$ cat config.mk
export PLATFORM = sky130hd
export DESIGN_NAME = axi_lite_shared_arbiter
export DESIGN_NICKNAME = d
export VERILOG_FILES = /design/src/rtl/axi_lite_shared_arbiter_pkg.sv /design/src/rtl/axi_lite_shared_arbiter_rr_arb2.sv /design/src/rtl/axi_lite_shared_arbiter.sv
export SDC_FILE = /design/constraint.sdc
export NUM_CORES = 1
export LEC_CHECK = 0
export ABC_CLOCK_PERIOD_IN_PS = 1630
export CAP_MARGIN = 20
export CORE_AREA = 2 2 171 173
export CTS_BUF_LIST = sky130_fd_sc_hd__clkbuf_8 sky130_fd_sc_hd__clkbuf_16
export DETAILED_ROUTE_END_ITERATION = 8
export DIE_AREA = 0 0 173 175
export SLEW_MARGIN = 20
export SYNTH_ARGS = -nofsm -noshare
export SYNTH_HDL_FRONTEND = slang
export SYNTH_SLANG_ARGS = --single-unit
export TNS_END_PERCENT = 20
$ cat constraint.sdc
create_clock -name ACLK -period 1.63 [get_ports ACLK]
set_clock_uncertainty 0.15 [all_clocks]
set_input_delay 0.163 -clock ACLK [delete_from_list [all_inputs] [get_ports ACLK]]
set_output_delay 0.163 -clock ACLK [all_outputs]
set_load 0.005 [all_outputs]
$ cat src/rtl/axi_lite_shared_arbiter_pkg.sv
// Shared definitions for the two-master AXI-Lite arbiter.
// Provides bus widths, response codes and the read/write FSM state encodings.
// No logic, so there is no latency and no backpressure behaviour.
package axi_lite_shared_arbiter_pkg;

    localparam int AXI_ADDR_BITS = 32;
    localparam int AXI_DATA_BITS = 32;

    localparam logic [1:0] AXI_RESP_OKAY   = 2'b00;
    localparam logic [1:0] AXI_RESP_SLVERR = 2'b10;

    typedef enum logic [1:0] {
        R_IDLE,
        R_ADDR,
        R_DATA
    } rd_state_e;

    typedef enum logic [1:0] {
        W_IDLE,
        W_XFER,
        W_RESP
    } wr_state_e;

endpackage

$ cat src/rtl/axi_lite_shared_arbiter_rr_arb2.sv
// Two-request round-robin grant: combinational grant plus a favoured-master pointer.
// Grant is combinational (0 cycles); the pointer updates on the clock after update.
// No backpressure: the caller decides when to take the grant by pulsing update.
// Ports: ACLK/ARESET (sync, active-high), req[1:0], update strobe, grant (0=M0, 1=M1).
module axi_lite_shared_arbiter_rr_arb2 #(
    parameter bit RESET_PRIO = 1'b0
) (
    input  logic       ACLK,
    input  logic       ARESET,
    input  logic [1:0] req,
    input  logic       update,
    output logic       grant
);

    logic ptr;

    // The pointer only decides ties; a lone requester always wins.
    always_comb begin
        grant = 1'b0;
        if (req == 2'b11) begin
            grant = ptr;
        end else begin
            grant = req[1];
        end
    end

    // The pointer flips only when a tie was actually resolved, so a lone
    // requester does not steal the next tie-break from the other master.
    always_ff @(posedge ACLK) begin
        if (ARESET) begin
            ptr <= RESET_PRIO;
        end else if (update && (req == 2'b11)) begin
            ptr <= ~ptr;
        end
    end

endmodule

$ cat src/rtl/axi_lite_shared_arbiter.sv
// Two-master (M0 instruction, M1 data) to one-slave AXI-Lite arbiter, independent RR read/write paths.
// Latency: 1 cycle from master VALID to slave VALID (registered grant); one outstanding txn per path.
// Backpressure: slave READY is routed only to the granted master; losers wait with VALID held.
// Ports: ACLK/ARESET, AR/R/AW/W/B channels for masters (_M0, _M1) and the slave (_S, mirrored).
module axi_lite_shared_arbiter
    import axi_lite_shared_arbiter_pkg::*;
#(
    parameter int AXI_ADDR_BITS = axi_lite_shared_arbiter_pkg::AXI_ADDR_BITS,
    parameter int AXI_DATA_BITS = axi_lite_shared_arbiter_pkg::AXI_DATA_BITS,
    parameter int RESET_PRIO    = 0
) (
    input  logic                     ACLK,
    input  logic                     ARESET,
    // master 0
    input  logic [AXI_ADDR_BITS-1:0] ARADDR_M0,
    input  logic                     ARVALID_M0,
    output logic                     ARREADY_M0,
    output logic [AXI_DATA_BITS-1:0] RDATA_M0,
    output logic [1:0]               RRESP_M0,
    output logic                     RVALID_M0,
    input  logic                     RREADY_M0,
    input  logic [AXI_ADDR_BITS-1:0] AWADDR_M0,
    input  logic                     AWVALID_M0,
    output logic                     AWREADY_M0,
    input  logic [AXI_DATA_BITS-1:0] WDATA_M0,
    input  logic [3:0]               WSTRB_M0,
    input  logic                     WVALID_M0,
    output logic                     WREADY_M0,
    output logic [1:0]               BRESP_M0,
    output logic                     BVALID_M0,
    input  logic                     BREADY_M0,
    // master 1
    input  logic [AXI_ADDR_BITS-1:0] ARADDR_M1,
    input  logic                     ARVALID_M1,
    output logic                     ARREADY_M1,
    output logic [AXI_DATA_BITS-1:0] RDATA_M1,
    output logic [1:0]               RRESP_M1,
    output logic                     RVALID_M1,
    input  logic                     RREADY_M1,
    input  logic [AXI_ADDR_BITS-1:0] AWADDR_M1,
    input  logic                     AWVALID_M1,
    output logic                     AWREADY_M1,
    input  logic [AXI_DATA_BITS-1:0] WDATA_M1,
    input  logic [3:0]               WSTRB_M1,
    input  logic                     WVALID_M1,
    output logic                     WREADY_M1,
    output logic [1:0]               BRESP_M1,
    output logic                     BVALID_M1,
    input  logic                     BREADY_M1,
    // slave
    output logic [AXI_ADDR_BITS-1:0] ARADDR_S,
    output logic                     ARVALID_S,
    input  logic                     ARREADY_S,
    input  logic [AXI_DATA_BITS-1:0] RDATA_S,
    input  logic [1:0]               RRESP_S,
    input  logic                     RVALID_S,
    output logic                     RREADY_S,
    output logic [AXI_ADDR_BITS-1:0] AWADDR_S,
    output logic                     AWVALID_S,
    input  logic                     AWREADY_S,
    output logic [AXI_DATA_BITS-1:0] WDATA_S,
    output logic [3:0]               WSTRB_S,
    output logic                     WVALID_S,
    input  logic                     WREADY_S,
    input  logic [1:0]               BRESP_S,
    input  logic                     BVALID_S,
    output logic                     BREADY_S
);

    // ------------------------------------------------------------------
    // Read path
    // ------------------------------------------------------------------
    rd_state_e rd_state, rd_next;
    logic      rd_gnt;       // registered owner of the read path
    logic      rd_arb_gnt;
    logic      rd_upd;
    logic      ar_vld, r_rdy;

    axi_lite_shared_arbiter_rr_arb2 #(.RESET_PRIO(RESET_PRIO != 0)) u_rd_arb (
        .ACLK   (ACLK),
        .ARESET (ARESET),
        .req    ({ARVALID_M1, ARVALID_M0}),
        .update (rd_upd),
        .grant  (rd_arb_gnt)
    );

    always_ff @(posedge ACLK) begin
        if (ARESET) begin
            rd_state <= R_IDLE;
            rd_gnt   <= 1'b0;
        end else begin
            rd_state <= rd_next;
            if (rd_upd) begin
                rd_gnt <= rd_arb_gnt;
            end
        end
    end

    // Every master-facing output is zero unless the state and grant select it,
    // which also keeps the idle and post-reset outputs quiet.
    always_comb begin
        rd_next    = rd_state;
        rd_upd     = 1'b0;
        ar_vld     = 1'b0;
        r_rdy      = 1'b0;
        ARADDR_S   = '0;
        ARVALID_S  = 1'b0;
        RREADY_S   = 1'b0;
        ARREADY_M0 = 1'b0;
        ARREADY_M1 = 1'b0;
        RDATA_M0   = '0;
        RRESP_M0   = '0;
        RVALID_M0  = 1'b0;
        RDATA_M1   = '0;
        RRESP_M1   = '0;
        RVALID_M1  = 1'b0;
        case (rd_state)
            R_IDLE: begin
                if (ARVALID_M0 || ARVALID_M1) begin
                    rd_upd  = 1'b1;
                    rd_next = R_ADDR;
                end
            end
            R_ADDR: begin
                ar_vld    = rd_gnt ? ARVALID_M1 : ARVALID_M0;
                ARVALID_S = ar_vld;
                ARADDR_S  = rd_gnt ? ARADDR_M1 : ARADDR_M0;
                if (rd_gnt) ARREADY_M1 = ARREADY_S;
                else        ARREADY_M0 = ARREADY_S;
                if (ar_vld && ARREADY_S) rd_next = R_DATA;
            end
            R_DATA: begin
                r_rdy    = rd_gnt ? RREADY_M1 : RREADY_M0;
                RREADY_S = r_rdy;
                if (rd_gnt) begin
                    RVALID_M1 = RVALID_S;
                    RDATA_M1  = RDATA_S;
                    RRESP_M1  = RRESP_S;
                end else begin
                    RVALID_M0 = RVALID_S;
                    RDATA_M0  = RDATA_S;
                    RRESP_M0  = RRESP_S;
                end
                if (RVALID_S && r_rdy) rd_next = R_IDLE;
            end
            default: rd_next = R_IDLE;
        endcase
    end

    // ------------------------------------------------------------------
    // Write path
    // ------------------------------------------------------------------
    wr_state_e wr_state, wr_next;
    logic      wr_gnt;
    logic      wr_arb_gnt;
    logic      wr_upd;
    logic      aw_done, w_done;   // sticky: channel already handshaken this burst
    logic      aw_vld, w_vld, b_rdy;
    logic      aw_hs, w_hs;

    axi_lite_shared_arbiter_rr_arb2 #(.RESET_PRIO(RESET_PRIO != 0)) u_wr_arb (
        .ACLK   (ACLK),
        .ARESET (ARESET),
        .req    ({AWVALID_M1 | WVALID_M1, AWVALID_M0 | WVALID_M0}),
        .update (wr_upd),
        .grant  (wr_arb_gnt)
    );

    always_ff @(posedge ACLK) begin
        if (ARESET) begin
            wr_state <= W_IDLE;
            wr_gnt   <= 1'b0;
            aw_done  <= 1'b0;
            w_done   <= 1'b0;
        end else begin
            wr_state <= wr_next;
            if (wr_upd) begin
                wr_gnt <= wr_arb_gnt;
            end
            if ((wr_state == W_XFER) && (wr_next == W_RESP)) begin
                aw_done <= 1'b0;
                w_done  <= 1'b0;
            end else begin
                if (aw_hs) aw_done <= 1'b1;
                if (w_hs)  w_done  <= 1'b1;
            end
        end
    end

    always_comb begin
        wr_next    = wr_state;
        wr_upd     = 1'b0;
        aw_vld     = 1'b0;
        w_vld      = 1'b0;
        b_rdy      = 1'b0;
        aw_hs      = 1'b0;
        w_hs       = 1'b0;
        AWADDR_S   = '0;
        AWVALID_S  = 1'b0;
        WDATA_S    = '0;
        WSTRB_S    = '0;
        WVALID_S   = 1'b0;
        BREADY_S   = 1'b0;
        AWREADY_M0 = 1'b0;
        AWREADY_M1 = 1'b0;
        WREADY_M0  = 1'b0;
        WREADY_M1  = 1'b0;
        BRESP_M0   = '0;
        BVALID_M0  = 1'b0;
        BRESP_M1   = '0;
        BVALID_M1  = 1'b0;
        case (wr_state)
            W_IDLE: begin
                if (AWVALID_M0 || WVALID_M0 || AWVALID_M1 || WVALID_M1) begin
                    wr_upd  = 1'b1;
                    wr_next = W_XFER;
                end
            end
            W_XFER: begin
                // A finished channel is masked in both directions so a master
                // that keeps VALID high cannot push a second beat.
                aw_vld    = !aw_done && (wr_gnt ? AWVALID_M1 : AWVALID_M0);
                w_vld     = !w_done  && (wr_gnt ? WVALID_M1  : WVALID_M0);
                AWVALID_S = aw_vld;
                WVALID_S  = w_vld;
                AWADDR_S  = wr_gnt ? AWADDR_M1 : AWADDR_M0;
                WDATA_S   = wr_gnt ? WDATA_M1  : WDATA_M0;
                WSTRB_S   = wr_gnt ? WSTRB_M1  : WSTRB_M0;
                if (wr_gnt) begin
                    AWREADY_M1 = !aw_done && AWREADY_S;
                    WREADY_M1  = !w_done  && WREADY_S;
                end else begin
                    AWREADY_M0 = !aw_done && AWREADY_S;
                    WREADY_M0  = !w_done  && WREADY_S;
                end
                aw_hs = aw_vld && AWREADY_S;
                w_hs  = w_vld  && WREADY_S;
                if ((aw_done || aw_hs) && (w_done || w_hs)) wr_next = W_RESP;
            end
            W_RESP: begin
                b_rdy    = wr_gnt ? BREADY_M1 : BREADY_M0;
                BREADY_S = b_rdy;
                if (wr_gnt) begin
                    BVALID_M1 = BVALID_S;
                    BRESP_M1  = BRESP_S;
                end else begin
                    BVALID_M0 = BVALID_S;
                    BRESP_M0  = BRESP_S;
                end
                if (BVALID_S && b_rdy) wr_next = W_IDLE;
            end
            default: wr_next = W_IDLE;
        endcase
    end

endmodule
==> flow_metrics.tcl <==
set metrics [dict create \
    fmax_mhz 549 \
    grt_usage 0.127 \
    drt_drc_violations_left 0 \
    required_ns 1.32 \
    relSlewSlack 0.763 \
    max_stage_delay_ns 0.40 \
    htree_levels 1 \
    setup_violations 161 \
    place_ws_ns -0.350 \
    fp.coreArea_um2 28400 \
    worstMarginPinSlew_ns 0.354 \
    worstPathCellList "buf_12 > buf_12 > buf_16 > buf_6 > mux2i_1 > nor2_1 > buf_2" \
    arrival_ns 1.51 \
    path_max_fanout 5 \
    multiInputGateArea_um2 2550 \
    drt_iter0_drc 98 \
    synthesis.nets 640 \
    synth_largest_area_cell "mux2i_1" \
    violations "setup timing" \
    outcome "complete, but fails checks" \
    cts_root_buf "clkbuf_16" \
    seq_area_frac_synth 0.0766 \
    period_needed_ns 1.82 \
    setup_slack_ns -0.191 \
    final_nets 1166 \
    synth-seq-cells 10 \
    drive_gt1_frac 0.357 \
    cap_violations 0 \
    drt_wl_total_mm 21.0 \
    crit_type "reg2out" \
    syn-cell-area_um2 2610 \
    synth.distinct_cells 33 \
    die_area_um2 30300 \
    p_leak_uw 0.00371 \
    clkLatencyLatePin_ns 0.24 \
    maxSlewViolCount 0 \
    grt_pass1_wl_mm 29.5 \
    final-seq-area_um2 215 \
    hpwl_mm 16.9 \
    clockBufferDepth 2 \
    path_clk_slew_ns 0.05 \
    synth.area.top_cells "mux2i_1, nor2_1, and2_1" \
    fill_cells 3051 \
    io_pins 440 \
    cts.sinks 10 \
    yosysWarnings 0 \
    vias_per_cell 3.69 \
    grt_max_degree 38 \
    end_kind "primary output" \
    num_rows 62 \
    synthCells 387 \
    routedWlPerCell_um 16.2 \
    ir_drop_mv 0.253 \
    post-route-period-util 1.12 \
    rsz0062_at_grt "true" \
    cts_buffers 3 \
    area_delta_synth_final_pct 231 \
    routabilityCongestion 0.778 \
    initial_utilization 0.0921 \
    die_h_um 175 \
    grt_overflow 0 \
    place.port_buffers 439 \
    cts_tree "yes" \
    postRouteAntennaNets 0 \
    die_x_um 173 \
    avgSynthCellArea_um2 6.75 \
    crit_path_frequent_cell "buf_12" \
    vias 4782 \
    hold_violations 0 \
    p_per_area_nw_per_um2 356 \
    first_global_vias 4986 \
    power_uw 3080 \
    grt_antenna_before_repair 1 \
    antenna_cells 0 \
    hp-class "reg2reg" \
    yosysTopAreaCellShare 0.398 \
    start_kind "register" \
    drt-pass1-iter-count 4 \
    crit_slowest_cell "dfxtp_4" \
]
[final cells by class]
class                           instances  share of cell area
Timing Repair Buffer                  553               0.612
Multi-Input combinational cell        339               0.294
Tap cell                              384              0.0555
Sequential cell                        10              0.0249
Clock buffer                            4              0.0103
Inverter                                6             0.00260
[metrics by stage]
stage	setup TNS, ns	cells	hold slack, ns	area, µm²	utilization
global placement	-29.14	1236	0.342	7930	0.279
detailed placement	-29.01	1236	0.353	7930	0.279
finish	-14.51	1296	0.368	8650	0.305
floorplan	0	387	0.178	2610	-
CTS	-17.98	1286	0.370	8550	0.301
global route	-26.57	1296	0.379	8650	0.305
[critical path, delay by kind of cell, from the launching register on]
kind | cells | cell delay, ns
buffers and inverters | 5 | 0.61
DFF | 1 | 0.40
muxes | 1 | 0.19
and+or+nand+nor | 1 | 0.06
[Yosys cell counts (all sizes together)]
master,count
nor4,2
nor4b,2
a211oi,1
and4b,1
nor3b,2
o21ai,2
inv,6
mux2,2
clkbuf,17
nand2,5
and3,5
and3b,1
nor2,116
a31oi,2
a21oi,4
a2111oi,1
and4,1
a32oi,1
buf,15
and2,68
xnor2,2
dfxtp,10
a211o,1
o31ai,1
nor3,8
mux2i,104
o21ba,1
nand2b,4
nor2b,2
[path summary, 6_finish.rpt]
check / cells past startpoint / startpoint / slack [ns] / to
min: 2 / u_rd_arb.ptr$_SDFFE_PP0P_ / 0.37 / u_rd_arb.ptr$_SDFFE_PP0P_
max: 7 / wr_gnt$_SDFFE_PP0P_ / -0.19 / AWADDR_S[24]
min reg2reg: 2 / u_rd_arb.ptr$_SDFFE_PP0P_ / 0.37 / u_rd_arb.ptr$_SDFFE_PP0P_
max reg2reg: 7 / wr_gnt$_SDFFE_PP0P_ / -0.14 / wr_state[0]$_SDFF_PP0_
[layer usage]
layer  global-route usage  share of wire  vias up
li1                     -              -     2343
met4               0.0208          0.011        2
met1                0.129           0.36     2144
met2                0.256           0.55      281
met5                    0        0.00062        -
met3               0.0376          0.084       12
[cell families (layout without fill, tap and decap cells)]
| logic type | count (synthesis) | after routing | share of synthesized area |
|---|---|---|---|
| xor+xnor | 2 | 2 | 0.00670 |
| mux | 106 | 106 | 0.408 |
| flops | 10 | 10 | 0.0766 |
| buf+inv | 38 | 563 | 0.0627 |
| compound gates | 14 | 14 | 0.0397 |
| simple gates | 217 | 217 | 0.406 |
[placed cells by master (no fill, tap or decap), types with 2 or more instances in the layout]
cell,netlist,final
a31oi_1,2,2
xnor2_1,2,2
buf_12,0,22
nand2b_4,0,3
clkdlybuf4s50_1,0,252
and3_1,5,4
clkdlybuf4s15_1,0,27
mux2i_4,0,9
clkdlybuf4s15_2,0,27
dlygate4sd2_1,0,12
dfxtp_2,0,3
inv_1,6,6
clkbuf_2,0,11
nand2_1,5,5
nor4_1,2,2
nor3_1,8,5
mux2i_2,0,11
buf_4,0,53
o21ai_0,2,2
and2_4,0,9
dfxtp_1,10,4
buf_2,11,105
mux2_4,1,2
clkbuf_16,0,5
buf_16,0,8
dfxtp_4,0,3
nor2_2,0,7
nor3_2,0,3
a21oi_1,3,3
nor2_4,0,2
nor2_1,116,107
mux2i_1,104,84
and2_1,68,59
buf_8,0,6
buf_6,1,28
[sequential cells by signal, indices dropped and copies added (netlist names)]
name and cells:
aw_done 1, u_wr_arb.ptr 1, wr_gnt 1, rd_state 2, u_rd_arb.ptr 1, w_done 1
rd_gnt 1, wr_state 2
[where the power goes]
part / switching, µW / total (µW) / internal [µW] / leakage [µW]
clock network: 124 / 494 / 370 / 0.0000442
registers: 27.3 / 293 / 266 / 0.0000852
logic: 810 / 2290 / 1480 / 0.00358
total: 961 / 3080 / 2120 / 0.00371
[timing repair]
item / in CTS / in global routing
cloned: 9 / 2
endpoints found under the setup margin: 190 / 188
pin swaps: 26 / 10
hold buffers: 0 / 0
buffers inserted: 39 / 11
resized for setup: 687 / 60
(Power assumes the default switching activity.)
